[src/rtl/fifo_arb_pkg.sv]
// ============================================================================
// Module      : fifo_arb_pkg
// Description : Shared state encodings and timing constants for fifo_wr_arbiter.
// Revision    : 1.0 - initial release
// ============================================================================
`default_nettype none

package fifo_arb_pkg;

    typedef enum logic [1:0] {
        ST_IDLE   = 2'd0,
        ST_BURST  = 2'd1,
        ST_SETTLE = 2'd2
    } arb_state_t;

    // Cycles spent in SETTLE so the FIFO's registered count catches up
    localparam int unsigned C_SETTLE_CYCLES = 2;

endpackage

`default_nettype wire

[src/rtl/rr_arbiter.sv]
// ============================================================================
// Module      : rr_arbiter
// Description : Combinational rotate-priority picker (lowest index at/after ptr).
// Revision    : 1.0 - initial release
// ============================================================================
`default_nettype none

module rr_arbiter #(
    parameter int NUM_REQ = 4
) (
    input  logic [NUM_REQ-1:0]         req,
    input  logic [$clog2(NUM_REQ)-1:0] ptr,
    output logic                       any_req,
    output logic [NUM_REQ-1:0]         grant,
    output logic [$clog2(NUM_REQ)-1:0] grant_idx
);

    localparam int C_IDX_W = $clog2(NUM_REQ);

    int unsigned w_idx;

    // Walk offsets from farthest to nearest so the nearest requester wins last
    always_comb begin
        any_req   = |req;
        grant     = '0;
        grant_idx = '0;
        w_idx     = 0;
        for (int i = NUM_REQ - 1; i >= 0; i--) begin
            w_idx = (int'(ptr) + i) % NUM_REQ;
            if (req[C_IDX_W'(w_idx)]) begin
                grant                   = '0;
                grant[C_IDX_W'(w_idx)]  = 1'b1;
                grant_idx               = C_IDX_W'(w_idx);
            end
        end
    end

endmodule

`default_nettype wire

[src/rtl/fifo_wr_arbiter.sv]
// ============================================================================
// Module      : fifo_wr_arbiter
// Description : Round-robin burst arbiter sharing one FIFO write port.
// Revision    : 1.0 - initial release
// ============================================================================
`default_nettype none

module fifo_wr_arbiter
    import fifo_arb_pkg::*;
#(
    parameter int NUM_REQ    = 4,
    parameter int DATA_WIDTH = 64,
    parameter int FIFO_DEPTH = 16,
    parameter int BURST_LEN  = 4,
    parameter int CNT_WIDTH  = $clog2(FIFO_DEPTH) + 1
) (
    input  logic                          sys_clk,
    input  logic                          rstn,
    input  logic [NUM_REQ-1:0]            req_valid,
    input  logic [NUM_REQ*DATA_WIDTH-1:0] req_data,
    input  logic [NUM_REQ-1:0]            req_last,
    output logic [NUM_REQ-1:0]            req_ready,
    output logic [DATA_WIDTH-1:0]         fifo_din,
    output logic                          fifo_wr_en,
    input  logic                          fifo_full,
    input  logic [CNT_WIDTH-1:0]          fifo_wr_data_count,
    output logic [$clog2(NUM_REQ)-1:0]    grant_id,
    output logic                          busy,
    output logic                          burst_done
);

    localparam int C_IDX_W  = $clog2(NUM_REQ);
    localparam int C_BEAT_W = (BURST_LEN > 1) ? $clog2(BURST_LEN) : 1;
    localparam int C_SET_W  = (C_SETTLE_CYCLES > 1) ? $clog2(C_SETTLE_CYCLES) : 1;

    localparam logic [C_BEAT_W-1:0]  C_LAST_BEAT   = C_BEAT_W'(BURST_LEN - 1);
    localparam logic [C_SET_W-1:0]   C_SETTLE_LAST = C_SET_W'(C_SETTLE_CYCLES - 1);
    localparam logic [CNT_WIDTH-1:0] C_DEPTH       = CNT_WIDTH'(FIFO_DEPTH);
    localparam logic [CNT_WIDTH-1:0] C_BURST       = CNT_WIDTH'(BURST_LEN);
    localparam logic [C_IDX_W-1:0]   C_LAST_IDX    = C_IDX_W'(NUM_REQ - 1);

    arb_state_t           r_state;
    arb_state_t           w_state_nxt;
    logic [C_IDX_W-1:0]   r_grant_id;
    logic [NUM_REQ-1:0]   r_grant_oh;
    logic [C_IDX_W-1:0]   r_rr_ptr;
    logic [C_BEAT_W-1:0]  r_beat_cnt;
    logic [C_SET_W-1:0]   r_settle_cnt;
    logic                 r_burst_done;

    logic [CNT_WIDTH-1:0] w_space;
    logic                 w_any_req;
    logic [NUM_REQ-1:0]   w_win_oh;
    logic [C_IDX_W-1:0]   w_win_idx;
    logic                 w_beat;
    logic                 w_close;

    rr_arbiter #(
        .NUM_REQ (NUM_REQ)
    ) u_rr_arbiter (
        .req       (req_valid),
        .ptr       (r_rr_ptr),
        .any_req   (w_any_req),
        .grant     (w_win_oh),
        .grant_idx (w_win_idx)
    );

    always_comb begin
        w_space     = C_DEPTH - fifo_wr_data_count;
        w_state_nxt = r_state;
        w_beat      = 1'b0;
        w_close     = 1'b0;
        req_ready   = '0;
        fifo_wr_en  = 1'b0;
        fifo_din    = '0;
        case (r_state)
            ST_IDLE: begin
                if (w_any_req && (w_space >= C_BURST) && !fifo_full)
                    w_state_nxt = ST_BURST;
            end
            ST_BURST: begin
                req_ready  = fifo_full ? '0 : r_grant_oh;
                fifo_din   = req_data[int'(r_grant_id)*DATA_WIDTH +: DATA_WIDTH];
                w_beat     = req_valid[r_grant_id] & ~fifo_full;
                fifo_wr_en = w_beat;
                w_close    = w_beat & (req_last[r_grant_id] | (r_beat_cnt == C_LAST_BEAT));
                if (w_close)
                    w_state_nxt = ST_SETTLE;
            end
            ST_SETTLE: begin
                if (r_settle_cnt == C_SETTLE_LAST)
                    w_state_nxt = ST_IDLE;
            end
            default: w_state_nxt = ST_IDLE;
        endcase
    end

    always_ff @(posedge sys_clk or negedge rstn) begin
        if (!rstn)
            r_state <= ST_IDLE;
        else
            r_state <= w_state_nxt;
    end

    always_ff @(posedge sys_clk or negedge rstn) begin
        if (!rstn) begin
            r_grant_id   <= '0;
            r_grant_oh   <= '0;
            r_rr_ptr     <= '0;
            r_beat_cnt   <= '0;
            r_settle_cnt <= '0;
            r_burst_done <= 1'b0;
        end else begin
            r_burst_done <= w_close;
            if ((r_state == ST_IDLE) && (w_state_nxt == ST_BURST)) begin
                r_grant_id <= w_win_idx;
                r_grant_oh <= w_win_oh;
                r_beat_cnt <= '0;
            end
            if (w_beat)
                r_beat_cnt <= r_beat_cnt + 1'b1;
            // The channel that just finished drops to lowest priority
            if (w_close) begin
                r_rr_ptr     <= (r_grant_id == C_LAST_IDX) ? '0 : r_grant_id + 1'b1;
                r_settle_cnt <= '0;
            end
            if (r_state == ST_SETTLE)
                r_settle_cnt <= r_settle_cnt + 1'b1;
        end
    end

    assign grant_id   = r_grant_id;
    assign busy       = (r_state != ST_IDLE);
    assign burst_done = r_burst_done;

endmodule

`default_nettype wire

[config.mk]
export PLATFORM = sky130hd
export DESIGN_NAME = fifo_wr_arbiter
export DESIGN_NICKNAME = d
export VERILOG_FILES = /design/src/rtl/fifo_arb_pkg.sv /design/src/rtl/rr_arbiter.sv /design/src/rtl/fifo_wr_arbiter.sv
export SDC_FILE = /design/constraint.sdc
export NUM_CORES = 1
export LEC_CHECK = 0
export ABC_AREA = 1
export CAP_MARGIN = 0
export CORE_AREA = 5 5 132 134
export CTS_BUF_LIST = sky130_fd_sc_hd__clkbuf_2 sky130_fd_sc_hd__clkbuf_4 sky130_fd_sc_hd__clkbuf_8
export DETAILED_ROUTE_END_ITERATION = 8
export DIE_AREA = 0 0 137 139
export DONT_BUFFER_PORTS = 1
export PLACE_DENSITY_LB_ADDON = 0.15
export SYNTH_ARGS = -nofsm -noshare
export SYNTH_HDL_FRONTEND = slang
export SYNTH_HIERARCHICAL = 1
export SYNTH_SLANG_ARGS = --single-unit
[constraint.sdc]
create_clock -name sys_clk -period 2.3 [get_ports sys_clk]
set_input_delay 0.46 -clock sys_clk [delete_from_list [all_inputs] [get_ports sys_clk]]
set_output_delay 0.46 -clock sys_clk [all_outputs]
set_load 0.005 [all_outputs]
Word level (Yosys, flattened, before mapping):

Cells that the tools add are included.

* flip-flop bits (word level): 14
* output and inout port bits: 73

* $add $sub $neg: 7
* magnitude comparators: 10
* eq/ne operators: 5
* shift-type cells: 1
* multiplexer cells: 42
* bitwise logic cells: 4
* reduce and logical (&&, ||, !) cells: 13

Operators by type and width (number)
* 256-bit by 9-bit variable part select with 64-bit output: 1
* 64-bit 2-to-1 mux: 1
* 4-bit 2-to-1 mux: 6
* 2-bit 2-to-1 mux: 10
* 2-bit by 3-bit less-than comparator with 1-bit output, second input constant: 5
* 1-bit 2-to-1 mux: 14
* 1-bit binary-select mux with 2-bit select: 6
* 1-bit demux with 2-bit select: 4
* 2-bit by 1-bit >= comparator with 1-bit output, second input constant: 4
* 1-bit logical AND: 7
* 2-bit by 1-bit adder with 2-bit output, second input constant: 3
* 2-bit equality test, second input constant: 3
* 2-bit case mux with 3 select lines: 1
* 2-bit nonzero test: 3
* 5-bit by 3-bit >= comparator with 1-bit output, second input constant: 1
* 5-bit subtractor, first input constant: 1
* 2-bit adder, second input constant: 2
* 2-bit by 1-bit equality test with 1-bit output, second input constant: 2
* 4-bit OR reduction: 1
* 1-bit AND: 2
* 2-bit zero test: 1
* 1-bit adder, second input constant: 1
* 1-bit zero test: 1
* 1-bit NOT: 1
* 1-bit bitwise OR: 1

Depth between registers and ports, before layout:

Gate-level depths: netlist of run 1.

* depth after elaboration: 10
* mapped depth: 13
* depth with buffers taken out: 13

Modules after synthesis:

The synthesis of run 1 kept the hierarchy.

By module, submodules not included
* fifo_wr_arbiter: times used 1, cells each 601, area each 3014.1 um2, seq. area each 350.3 um2
* rr_arbiter: times used 1, cells each 83, area each 491.7 um2, seq. area each 0.0 um2

Worst setup path before layout of run 1:

No wires, ideal clock.

* path type: reg-to-reg
* start: register r_rr_ptr[0]
* end: register r_grant_oh[0]
* arrival time: 1.709 ns
* required time: 2.217 ns
* slack: 0.508 ns
* stages on the path, launching flop included: 13
* path buffers: 0
* path through: dfrtp_1 -> inv_2 -> ha_1 -> inv_1 -> nand3_2 -> nand2_4 -> inv_4 -> nand2_1 -> nor2_1 -> nor2_1 -> nor2_1 -> inv_1 -> o21ai_0

* longest elaborated chain between the ends: 9
* elaborated cells between the ends (all ways): 35
* classes of those cells: add/sub: 3; order compare: 8; mux: 20; reduce/logical: 4

RTL lines
* start, declared: line fifo_wr_arbiter.sv:46 `logic [C_IDX_W-1:0] r_rr_ptr;`
* start signal, assigned: line fifo_wr_arbiter.sv:124 `r_rr_ptr <= (r_grant_id == C_LAST_IDX) ? '0 : r_grant_id + 1'b1;`
* 2-bit adder: line rr_arbiter.sv:29 `w_idx = (int'(ptr) + i) % NUM_REQ;`
* 2-bit by 3-bit less-than comparator with 1-bit output (not written as such) / 2-bit by 1-bit >= comparator with 1-bit output (equally long branches): line rr_arbiter.sv:32 `grant[C_IDX_W'(w_idx)] = 1'b1;`
* 1-bit logical AND (not written as such): line rr_arbiter.sv:32
* 1-bit 2-to-1 mux (not written as such): line rr_arbiter.sv:32
* 1-bit demux with 2-bit select
* 4-bit 2-to-1 mux (3 in series): line rr_arbiter.sv:30 `if (req[C_IDX_W'(w_idx)]) begin`
* 4-bit 2-to-1 mux *: line rr_arbiter.sv:30
* via w_win_oh[0]: line fifo_wr_arbiter.sv:53 `logic [NUM_REQ-1:0] w_win_oh;`
* end signal, assigned: line fifo_wr_arbiter.sv:117 `r_grant_oh <= w_win_oh;`
* end, declared: line fifo_wr_arbiter.sv:45 `logic [NUM_REQ-1:0] r_grant_oh;`

The timed path passes the listed nets; every way through them passes the cells marked *. The select of a mux whose other input is x is not followed.
A chain may end at the register's enable or synchronous reset.

Worst setup path in the final report of run 1:

* start: register r_grant_id[0] (netlist: grant_id[0])
* end: output port fifo_din[3]

* longest elaborated chain between the ends: 2

RTL lines
* start, declared: line fifo_wr_arbiter.sv:44 `logic [C_IDX_W-1:0] r_grant_id;`
* start signal, assigned: line fifo_wr_arbiter.sv:116 `r_grant_id <= w_win_idx;`
* 256-bit by 9-bit variable part select with 64-bit output: line fifo_wr_arbiter.sv:83 `fifo_din = req_data[int'(r_grant_id)*DATA_WIDTH +: DATA_WIDTH];`
* 64-bit 2-to-1 mux: line fifo_wr_arbiter.sv:76 `case (r_state)`
* end, declared: line fifo_wr_arbiter.sv:23 `output logic [DATA_WIDTH-1:0] fifo_din,`

No other way between the ends.

==> impl_metrics.py, run 1 <==
metrics = {
    "clock_tree": {
        "cts_htree_levels": 1,
        "cts-root-to-sink-buffers": 2,
        "cts.root.buffer_cell": "sky130_fd_sc_hd__clkbuf_8",
        "clkSinkCount": 14,
        "cts_made_buffers": 3,
        "cts_tree": "built",
        "clkTransAtPathRegs_ps": 60,
        "clkLatencyLatePin_ps": 240,
    },
    "power_and_ir_drop": {
        "vdd_ir_drop_max_mv": 0.392,
        "cellPowerDensity_nw_per_um2": 1580,
        "cellLeakagePower_nw": 1.61,
    },
    "detailed_routing": {
        "post-route-drc-count": 0,
        "detail_route.wl_per_cell_um": 20.6,
        "detail_route.iter0.violations": 347,
        "dr.pass1.iters": 4,
        "dr_total_vias": 4434,
        "avgViaCountPerCell": 5.00,
        "wl_um": 18300,
        "detail-route-antenna-nets": 0,
    },
    "final_layout": {
        "register_area_um2": 355,
        "layout-area-overhead-vs-synth_pct": 9.99,
        "multi_input_comb_area_um2": 2710,
        "fillerInstances": 1909,
        "finish.cell_count_without_fillers": 887,
        "layout.nets": 949,
        "layout-drive-gt1-share_pct": 9.91,
    },
    "logic_synthesis": {
        "netlist_area_um2": 3510,
        "synthCells": 684,
        "synth.yosys.warnings": 6,
        "synthesis.nets": 966,
        "ys_ff_latch": 14,
        "synthDistinctLibCells": 25,
        "seq_area_frac_synth_pct": 9.99,
        "postSynthAreaPerCell_um2": 5.13,
    },
    "setup_path": {
        "worst_setup_path_start_kind": "register",
        "rr_endpoint": "r_grant_oh[3]",
        "path_max_fanout": 29,
        "crit_required_ps": 1840,
        "path_class": "register to output pin",
        "worst-r2r-setup-slack_ps": 410,
        "reg2reg_from": "r_rr_ptr[1]",
        "setup.worst_path.end_class": "output pin",
        "worstPathArrival_ps": 1740,
        "reg2regPathDepth": 13,
    },
    "min_path": {
        "worst_hold_startpoint": "fifo_full",
        "hp-class": "input pin to register",
        "min_delay_path_depth": 3,
        "hold-path-endpoint": "burst_done",
    },
    "global_routing": {
        "global_route_wire_length_before_repair_um": 24600,
        "grt_start_max_net_pins": 84,
        "gr-usage-all-layers_pct": 16.3,
        "globalRoute.totalOverflow": 0,
        "antenna_found_initial": 4,
        "number_of_global_route_vias_before_repair": 4031,
    },
    "sta": {
        "fmax_mhz": 455,
        "final_min_period_over_clock_period_pct": 95.6,
        "tightestPinTransition_ps": 683,
        "maxSlewViolCount": 0,
        "timing.max_slew.rel_slack_pct": 54.3,
        "finalHoldViolCount": 0,
        "period_needed_ps": 2200,
        "finalClockSkew_ps": 2.16,
        "rsz0062_at_grt": "no",
        "finalSetupViolCount": 0,
        "timing.setup.tns_ps": 0,
    },
    "placement": {
        "post-dp-hpwl_um": 14300,
        "number_of_port_buffers": 0,
        "place_congestion": 0.877,
        "placed_cells_incl_taps": 877,
    },
    "outcome": {
        "status": "completed",
    },
    "floorplan": {
        "core_area_um2": 16200,
        "initial_utilization_pct": 21.7,
        "die_area_um2": 19000,
        "io_pins": 345,
        "die_w_um": 137,
        "die-height_um": 139,
        "std_cell_rows": 47,
    },
    "flow_run": {
        "drv.max_cap_violation_count": 0,
    },
}
[report_power, final]
part / switching [W] / internal (W) / total (W)
Clock: 0.0000885 / 0.000134 / 0.000223
Sequential: 0.000124 / 0.000360 / 0.000484
Combinational: 0.00352 / 0.00188 / 0.00540
[metrics by stage]
stage | setup slack, ps | power [W] | hold WS, ps | utilization, % | area, um^2
6_report | 100 | 0.00611 | 444 | 23.8 | 3860
5_1_grt | 19.2 | 0.00679 | 455 | 23.8 | 3860
4_1_cts | 65.1 | 0.00594 | 480 | 23.3 | 3760
3_5_place_dp | 341 | 0.00569 | 165 | 22.9 | 3700
3_3_place_gp | 354 | 0.00572 | 165 | 22.9 | 3700
2_1_floorplan | 508 | 0.00444 | 164 | - | 3510
[flip-flops by register name (all words and copies together) (netlist names)]
| name | count |
|---|---|
| burst_done | 1 |
| r_grant_oh | 4 |
| r_state | 2 |
| grant_id | 2 |
| r_rr_ptr | 2 |
| r_beat_cnt | 2 |
| r_settle_cnt | 1 |
[worst max-delay path, cell delays in order, from the launching register on]
cell	delay [ps]
sky130_fd_sc_hd__dfrtp_4	580
sky130_fd_sc_hd__inv_4	150
sky130_fd_sc_hd__buf_16	180
sky130_fd_sc_hd__o21ai_0	130
sky130_fd_sc_hd__a21oi_1	280
sky130_fd_sc_hd__buf_4	170
[layout make-up]
cell class / count / area share (%)
Multi-Input combinational cell: 588 / 70.1
Sequential cell: 14 / 9.21
Timing Repair Buffer: 29 / 8.96
Tap cell: 220 / 7.14
Inverter: 31 / 3.21
Clock buffer: 4 / 1.27
Antenna cell: 1 / 0.0649
[cell families (layout without fill, tap and decap cells)]
kind of cell	count (synthesis)	after routing	synth area share, %
AOI/OAI and AO/OA	208	208	29.7
adders and majority gates	10	10	3.57
buffers and inverters	82	64	13.2
DFF	14	14	9.99
other	0	1	0
and+or+nand+nor	370	370	43.5
[worst max-delay path by stage]
stage,startpoint,slack [ps],endpoint
5_1_grt,grant_id[0],20,fifo_din[45]
6_report,grant_id[0],100,fifo_din[3]
3_5_place_dp,grant_id[0],340,fifo_din[3]
3_3_place_gp,grant_id[1],350,fifo_wr_en
4_1_cts,grant_id[0],70,fifo_din[3]
2_1_floorplan,r_rr_ptr[0],510,r_grant_oh[0]
[synthesized netlist by cell type (all sizes together)]
master	count	area, um^2
nand3	26	180
clkbuf	15	65.1
nand2	54	245
a21oi	71	355
nor2	286	1080
inv	31	124
buf	36	274
ha	10	125
nand4	1	6.26
o21ai	137	686
dfrtp	14	350
or2	3	18.8
[per-layer routing]
| metal | global-route usage [%] | part of all wire [%] |
|---|---|---|
| met1 | 20.3 | 40 |
| met2 | 28.2 | 48 |
| met3 | 5.59 | 10 |
| met4 | 1.47 | 1.0 |
| met5 | 0 | 0.22 |
[cell usage in the layout (no fill, tap or decap), types with 2 or more instances in the layout]
cell,netlist,routed
sky130_fd_sc_hd__nand2_1,45,44
sky130_fd_sc_hd__o21ai_0,81,81
sky130_fd_sc_hd__a21oi_2,0,2
sky130_fd_sc_hd__nor2_1,285,284
sky130_fd_sc_hd__buf_12,0,4
sky130_fd_sc_hd__or2_2,2,2
sky130_fd_sc_hd__nand3_1,19,19
sky130_fd_sc_hd__buf_4,3,20
sky130_fd_sc_hd__inv_1,22,22
sky130_fd_sc_hd__buf_16,0,2
sky130_fd_sc_hd__inv_2,6,6
sky130_fd_sc_hd__ha_1,10,10
sky130_fd_sc_hd__nor2_2,1,2
sky130_fd_sc_hd__nand2_2,5,6
sky130_fd_sc_hd__clkbuf_8,0,3
sky130_fd_sc_hd__o21ai_1,56,56
sky130_fd_sc_hd__nand3_2,5,5
sky130_fd_sc_hd__a21oi_1,71,69
sky130_fd_sc_hd__dfrtp_1,14,12
sky130_fd_sc_hd__clkbuf_16,0,2
sky130_fd_sc_hd__nand2_4,4,4
sky130_fd_sc_hd__nand3_4,2,2
sky130_fd_sc_hd__inv_4,3,3
[what timing repair did]
action,CTS,global route
setup endpoints to repair,0,8
setup buffers,0,2
gates resized for setup,0,5
endpoints found under the hold margin,14,0
hold buffers,1,0
Power figures use the tool's default switching activity.
==> run 2: changes to the inputs <==
--- a/config.mk
+++ b/config.mk
@@ -5,14 +5,15 @@
 export SDC_FILE = /design/constraint.sdc
 export NUM_CORES = 1
 export LEC_CHECK = 0
-export ABC_AREA = 1
+export ABC_AREA = 0
 export CAP_MARGIN = 0
-export CORE_AREA = 5 5 132 134
+export CORE_AREA = 5 5 130 132
 export CTS_BUF_LIST = sky130_fd_sc_hd__clkbuf_2 sky130_fd_sc_hd__clkbuf_4 sky130_fd_sc_hd__clkbuf_8
 export DETAILED_ROUTE_END_ITERATION = 8
-export DIE_AREA = 0 0 137 139
+export DIE_AREA = 0 0 135 137
 export DONT_BUFFER_PORTS = 1
 export PLACE_DENSITY_LB_ADDON = 0.15
+export SKIP_CTS_REPAIR_TIMING = 1
 export SYNTH_ARGS = -nofsm -noshare
 export SYNTH_HDL_FRONTEND = slang
 export SYNTH_HIERARCHICAL = 1
==> run 2 against run 1 <==
Compared with the run above: first-iteration DRC count is 62% lower; synthesized cell count fell by 59%; critical path depth is 2 lower; largest cell class unchanged; total power shrank 22%; non-clock buffer count shrank 6; core utilization about the same.
==> impl_metrics.py, run 2 <==
metrics = {
    "power_and_ir_drop": {
        "cellLeakagePower_nw": 1.26,
        "cellPowerDensity_nw_per_um2": 1290,
        "vdd_ir_drop_max_mv": 0.360,
    },
    "logic_synthesis": {
        "synth_top_cell_area_share_pct": 47.2,
        "synthDominantAreaCellType": "sky130_fd_sc_hd__mux4_2",
        "synth-async-reset-ratio_pct": 100,
        "synth_enable_flop_cells": 0,
        "synthesis.nets": 560,
        "synthCells": 278,
        "netlist_area_um2": 3200,
        "ys_ff_latch": 14,
        "yosysMostFrequentCell": "sky130_fd_sc_hd__mux4_2",
        "synth.yosys.warnings": 6,
        "seq_area_frac_synth_pct": 11.0,
        "synth_commonest_cells": "sky130_fd_sc_hd__mux4_2 (67), sky130_fd_sc_hd__nor2b_1 (66), sky130_fd_sc_hd__dfrtp_1 (14)",
        "dominantRegCellSynth": "sky130_fd_sc_hd__dfrtp_1",
        "postSynthAreaPerCell_um2": 11.5,
        "synthDistinctLibCells": 45,
        "synthTopCellsByArea": "sky130_fd_sc_hd__mux4_2 (47%), sky130_fd_sc_hd__nor2b_1 (13%), sky130_fd_sc_hd__dfrtp_1 (11%)",
    },
    "global_routing": {
        "grt_start_max_net_pins": 47,
        "number_of_global_route_vias_before_repair": 2593,
        "global_route_wire_length_before_repair_um": 20100,
        "globalRoute.totalOverflow": 0,
        "gr-usage-all-layers_pct": 15.2,
        "antenna_found_initial": 19,
    },
    "clock_tree": {
        "clkSinkCount": 14,
        "cts.root.buffer_cell": "sky130_fd_sc_hd__clkbuf_8",
        "cts-root-to-sink-buffers": 2,
        "cts_made_buffers": 3,
        "clkTransAtPathRegs_ps": 60,
        "cts_tree": "built",
        "cts_htree_levels": 1,
        "clkLatencyLatePin_ps": 240,
    },
    "detailed_routing": {
        "detail-route-antenna-nets": 0,
        "dr_total_vias": 2733,
        "post-route-drc-count": 0,
        "dr.pass1.iters": 4,
        "detail_route.wl_per_cell_um": 33.2,
        "avgViaCountPerCell": 5.49,
        "wl_um": 16500,
        "detail_route.iter0.violations": 133,
    },
    "min_path": {
        "hp-class": "input pin to register",
    },
    "final_layout": {
        "finish.utilization_pct": 23.9,
        "fillerInstances": 1652,
        "final_common_cell": "sky130_fd_sc_hd__mux4_2",
        "regMostFlops": "r_grant_oh",
        "largest_register_ffs": 4,
        "layout-area-overhead-vs-synth_pct": 16.3,
        "layout-drive-gt1-share_pct": 40.8,
        "post-route-cell-area_um2": 3720,
        "layout.nets": 560,
        "commonest_non_fill_non_tap_cells_in_the_layout": "sky130_fd_sc_hd__mux4_2 (67), sky130_fd_sc_hd__nor2b_1 (66), sky130_fd_sc_hd__buf_4 (13)",
    },
    "flow_run": {
        "drv.max_cap_violation_count": 0,
    },
    "outcome": {
        "status": "completed",
    },
    "sta": {
        "rsz0062_at_grt": "yes",
        "timing.hold.ws_ps": 471,
        "maxSlewViolCount": 0,
        "period_needed_ps": 2250,
        "timing.setup.tns_ps": 0,
        "final_min_period_over_clock_period_pct": 97.8,
        "finalHoldViolCount": 0,
        "fmax_mhz": 445,
        "finalClockSkew_ps": 3.73,
        "finalSetupViolCount": 0,
        "timing.max_slew.rel_slack_pct": 53.1,
        "tightestPinTransition_ps": 701,
    },
    "floorplan": {
        "die-height_um": 137,
        "io_pins": 345,
        "initial_utilization_pct": 20.5,
        "std_cell_rows": 46,
        "die_area_um2": 18500,
        "die_w_um": 135,
        "core_area_um2": 15600,
    },
    "setup_path": {
        "worst_setup_path_start_kind": "register",
        "crit_required_ps": 1840,
        "worstPathArrival_ps": 1790,
        "path_max_fanout": 14,
        "worst-r2r-setup-slack_ps": 110,
        "path_class": "register to output pin",
        "setup.worst_path.end_class": "output pin",
    },
    "placement": {
        "place_area_um2": 3530,
        "number_of_port_buffers": 0,
        "place_congestion": 0.865,
        "post-dp-hpwl_um": 14200,
    },
}
[run 2: cell count changes after synthesis, moves of 8 or more]
cell and delta:
sky130_fd_sc_hd__o21ai_0 -76, sky130_fd_sc_hd__nor2_1 -276, sky130_fd_sc_hd__nor2b_1 +66, sky130_fd_sc_hd__inv_1 -16, sky130_fd_sc_hd__nand3_1 -19, sky130_fd_sc_hd__buf_2 -8
sky130_fd_sc_hd__nand2_1 -39, sky130_fd_sc_hd__mux4_2 +67, sky130_fd_sc_hd__o21ai_1 -56, sky130_fd_sc_hd__a21oi_1 -63, sky130_fd_sc_hd__buf_6 -12
[run 2: per-layer routing]
layer	track usage (%)	share of wire, %
met4	2.97	0.44
met2	24.0	50
met5	0	0.61
met1	20.2	38
met3	5.40	11
[run 2: final timing paths]
| check | start | to | cells after the start |
|---|---|---|---|
| max in group asynchronous | rstn | grant_id[0] | 1 |
| max | grant_id[0] | fifo_din[24] | 3 |
| min reg2reg | r_settle_cnt | r_settle_cnt | 1 |
| min | fifo_full | r_state[0] | 2 |
| min in group asynchronous | rstn | r_state[0] | 1 |
| max reg2reg | r_state[0] | r_grant_oh[1] | 4 |
[run 2: area by class of cell]
type                    instances  area (um^2)  share of cell area [%]
diodes                          5         12.5                   0.336
clock buffers                   4         55.1                    1.48
inverters                       7         26.3                   0.706
multi-input cells             229         2710                    72.9
flip-flops and latches         14          355                    9.55
well taps                     216          270                    7.26
repair buffers                 23          289                    7.76
[run 2: power by group]
| group | switching (W) | internal [W] | total [W] | leakage, nW |
|---|---|---|---|---|
| clock | 0.0000869 | 0.000151 | 0.000238 | 0.0288 |
| combinational | 0.00190 | 0.00214 | 0.00404 | 1.05 |
| sequential | 0.000158 | 0.000360 | 0.000518 | 0.175 |
| total | 0.00214 | 0.00265 | 0.00479 | 1.26 |
[run 2: cells by family after synthesis]
| kind of cell | Yosys count | share of synthesized area [%] |
|---|---|---|
| AO/OA/AOI/OAI | 32 | 6.96 |
| adder cells (fa/ha/maj) | 10 | 3.91 |
| buffers and inverters | 35 | 5.01 |
| flip-flops | 14 | 11.0 |
| multiplexers | 81 | 53.1 |
| AND/OR/NAND/NOR | 106 | 20.1 |
[run 2: worst max-delay path: stages (launching register included)]
cell                      delay (ps)
sky130_fd_sc_hd__dfrtp_4         580
sky130_fd_sc_hd__buf_16          210
sky130_fd_sc_hd__mux4_2          560
sky130_fd_sc_hd__nor2b_1         170
[run 2: metrics by stage]
stage / std cells / worst slack [ps] / power [W]
floorplan: 278 / 5.92 / 0.00346
global placement: 482 / 119 / 0.00441
detailed placement: 482 / 107 / 0.00438
CTS: 486 / -68.0 / 0.00464
global route: 496 / -7.34 / 0.00518
finish: 498 / 50.3 / 0.00479
==> run 3: changes to the inputs <==
--- a/config.mk
+++ b/config.mk
@@ -6,12 +6,12 @@
 export NUM_CORES = 1
 export LEC_CHECK = 0
 export ABC_AREA = 0
-export CAP_MARGIN = 0
 export CORE_AREA = 5 5 130 132
 export CTS_BUF_LIST = sky130_fd_sc_hd__clkbuf_2 sky130_fd_sc_hd__clkbuf_4 sky130_fd_sc_hd__clkbuf_8
 export DETAILED_ROUTE_END_ITERATION = 8
 export DIE_AREA = 0 0 135 137
 export DONT_BUFFER_PORTS = 1
+export GPL_TIMING_DRIVEN = 0
 export PLACE_DENSITY_LB_ADDON = 0.15
 export SKIP_CTS_REPAIR_TIMING = 1
 export SYNTH_ARGS = -nofsm -noshare
==> run 3 against run 2 <==
Compared with the run above: the flow now finishes with violations (negative setup slack); critical endpoint is now fifo_din[61]; register-to-register slack worse by 30 ps; maximum frequency decreased by 2.9%; sequential power is 6.2% lower; total power is 24% higher; final area up 15%; critical path depth grew 2; clock skew fell by 2.0 ps; sequential cell count is the same.
==> impl_metrics.py, run 3 (synthesis gave the netlist of run 2 again) <==
metrics = {
    "sta": {
        "maxSlewViolCount": 0,
        "final_min_period_over_clock_period_pct": 101,
        "rsz0062_at_grt": "yes",
        "tightestPinTransition_ps": 702,
        "period_needed_ps": 2320,
        "timing.hold.ws_ps": 473,
        "final_critical_path_setup_slack_ps": -17.1,
        "finalHoldViolCount": 0,
        "finalClockSkew_ps": 1.71,
        "timing.max_slew.rel_slack_pct": 53.0,
        "finalSetupViolCount": 2,
        "fmax_mhz": 432,
    },
    "clock_tree": {
        "clkLatencyLatePin_ps": 240,
        "cts.root.buffer_cell": "sky130_fd_sc_hd__clkbuf_8",
        "cts_htree_levels": 1,
        "clkSinkCount": 14,
        "cts_made_buffers": 3,
        "cts_tree": "built",
        "cts-root-to-sink-buffers": 2,
        "clkTransAtPathRegs_ps": 60,
    },
    "floorplan": {
        "die_area_um2": 18500,
        "io_pins": 345,
        "initial_utilization_pct": 20.5,
        "std_cell_rows": 46,
        "core_area_um2": 15600,
        "die_w_um": 135,
        "die-height_um": 137,
    },
    "setup_path": {
        "crit_required_ps": 1840,
        "setup.worst_path.end_class": "output pin",
        "path_class": "register to output pin",
        "worstPathArrival_ps": 1860,
        "reg2regPathDepth": 8,
        "worst_setup_path_start_kind": "register",
        "worst-r2r-setup-slack_ps": 80,
        "path_max_fanout": 8,
        "rr_endpoint": "r_grant_oh[2]",
        "reg2reg_from": "r_rr_ptr[0]",
    },
    "global_routing": {
        "antenna_found_initial": 15,
        "grt_start_max_net_pins": 15,
        "gr-usage-all-layers_pct": 16.1,
        "globalRoute.totalOverflow": 0,
        "number_of_global_route_vias_before_repair": 2798,
        "global_route_wire_length_before_repair_um": 21600,
    },
    "power_and_ir_drop": {
        "p_sw_share_pct": 43.9,
        "cellPowerDensity_nw_per_um2": 1380,
        "vdd_ir_drop_max_mv": 0.623,
        "cellLeakagePower_nw": 1.60,
        "power.share.sequential_pct": 8.2,
        "p_int_w": 0.00333,
        "combinationalPowerShare_pct": 87.8,
        "power_frac_clock_pct": 4.0,
        "power.net_switching_w": 0.00261,
    },
    "placement": {
        "post-dp-hpwl_um": 14900,
        "place_area_um2": 3480,
        "place_congestion": 0.843,
        "number_of_port_buffers": 0,
    },
    "final_layout": {
        "layout-drive-gt1-share_pct": 59.9,
        "post-route-cell-area_um2": 4290,
        "regMostFlops": "r_grant_oh",
        "largest_register_ffs": 4,
        "commonest_non_fill_non_tap_cells_in_the_layout": "sky130_fd_sc_hd__mux4_2 (68), sky130_fd_sc_hd__nor2b_1 (33), sky130_fd_sc_hd__nor2b_4 (33)",
        "fillerInstances": 1615,
        "final_common_cell": "sky130_fd_sc_hd__mux4_2",
        "layout-area-overhead-vs-synth_pct": 34.1,
        "layout.nets": 592,
    },
    "detailed_routing": {
        "detail_route.wl_per_cell_um": 33.2,
        "wl_um": 17600,
        "dr_total_vias": 2860,
        "detail_route.iter0.violations": 113,
        "detail-route-antenna-nets": 0,
        "dr.pass1.iters": 4,
        "post-route-drc-count": 0,
        "avgViaCountPerCell": 5.40,
    },
    "outcome": {
        "violations": "negative setup slack",
        "status": "complete, but fails checks",
    },
    "flow_run": {
        "drv.max_cap_violation_count": 0,
    },
    "min_path": {
        "min_delay_path_depth": 2,
        "hp-class": "input pin to register",
        "hold-path-endpoint": "r_state[0]",
        "worst_hold_startpoint": "fifo_full",
    },
}
-- run 3: worst max-delay path by stage --
stage	start	endpoint	slack, ps	depth (start not counted)
3_3_place_gp	grant_id[1]	fifo_din[61]	-460	4
2_1_floorplan	r_rr_ptr[0]	r_grant_oh[0]	6	9
6_report	grant_id[0]	fifo_din[61]	-20	5
5_1_grt	grant_id[0]	fifo_din[61]	-80	5
4_1_cts	grant_id[1]	fifo_din[61]	-830	4
3_5_place_dp	grant_id[1]	fifo_din[55]	-580	4
-- run 3: per-layer routing --
metal,track usage (%),wire length (um)
met4,2.91,184
met2,26.2,8900
met1,20.8,6530
met3,6.03,1890
met5,0,80
-- run 3: final cells by class --
type | count | area (um^2) | area share [%]
tap | 216 | 270 | 6.30
multi-input combinational | 229 | 3000 | 69.9
sequential | 14 | 355 | 8.28
clock buffer | 4 | 55.1 | 1.28
inverter | 7 | 32.5 | 0.758
buffer | 27 | 259 | 6.03
timing repair buffer | 28 | 308 | 7.17
antenna | 5 | 12.5 | 0.292
-- run 3: critical path, stage by stage (launching register included) --
cell,delay [ps]
sky130_fd_sc_hd__dfrtp_2,420
sky130_fd_sc_hd__buf_8,150
sky130_fd_sc_hd__buf_12,170
sky130_fd_sc_hd__buf_12,140
sky130_fd_sc_hd__mux4_2,540
sky130_fd_sc_hd__nor2b_1,180
-- run 3: power by group through the flow --
stage / Combinational (W) / Sequential [W] / Clock [W]
2_1_floorplan: 0.00303 / 0.000432 / 0
3_3_place_gp: 0.00380 / 0.000490 / 0
3_5_place_dp: 0.00382 / 0.000484 / 0
4_1_cts: 0.00382 / 0.000484 / 0.000249
5_1_grt: 0.00561 / 0.000510 / 0.000261
6_report: 0.00521 / 0.000486 / 0.000240
-- run 3: per-stage QoR --
| step | power, W | worst slack [ps] | util (%) | std cells | TNS, ps |
|---|---|---|---|---|---|
| global route | 0.00638 | -83.7 | 27.5 | 527 | -1330 |
| global placement | 0.00429 | -462 | 22.3 | 494 | -19560 |
| floorplan | 0.00346 | 5.92 | - | 278 | 0 |
| detailed placement | 0.00430 | -578 | 22.3 | 494 | -21840 |
| CTS | 0.00455 | -832 | 22.7 | 498 | -37900 |
| finish | 0.00594 | -17.1 | 27.5 | 530 | -18.8 |
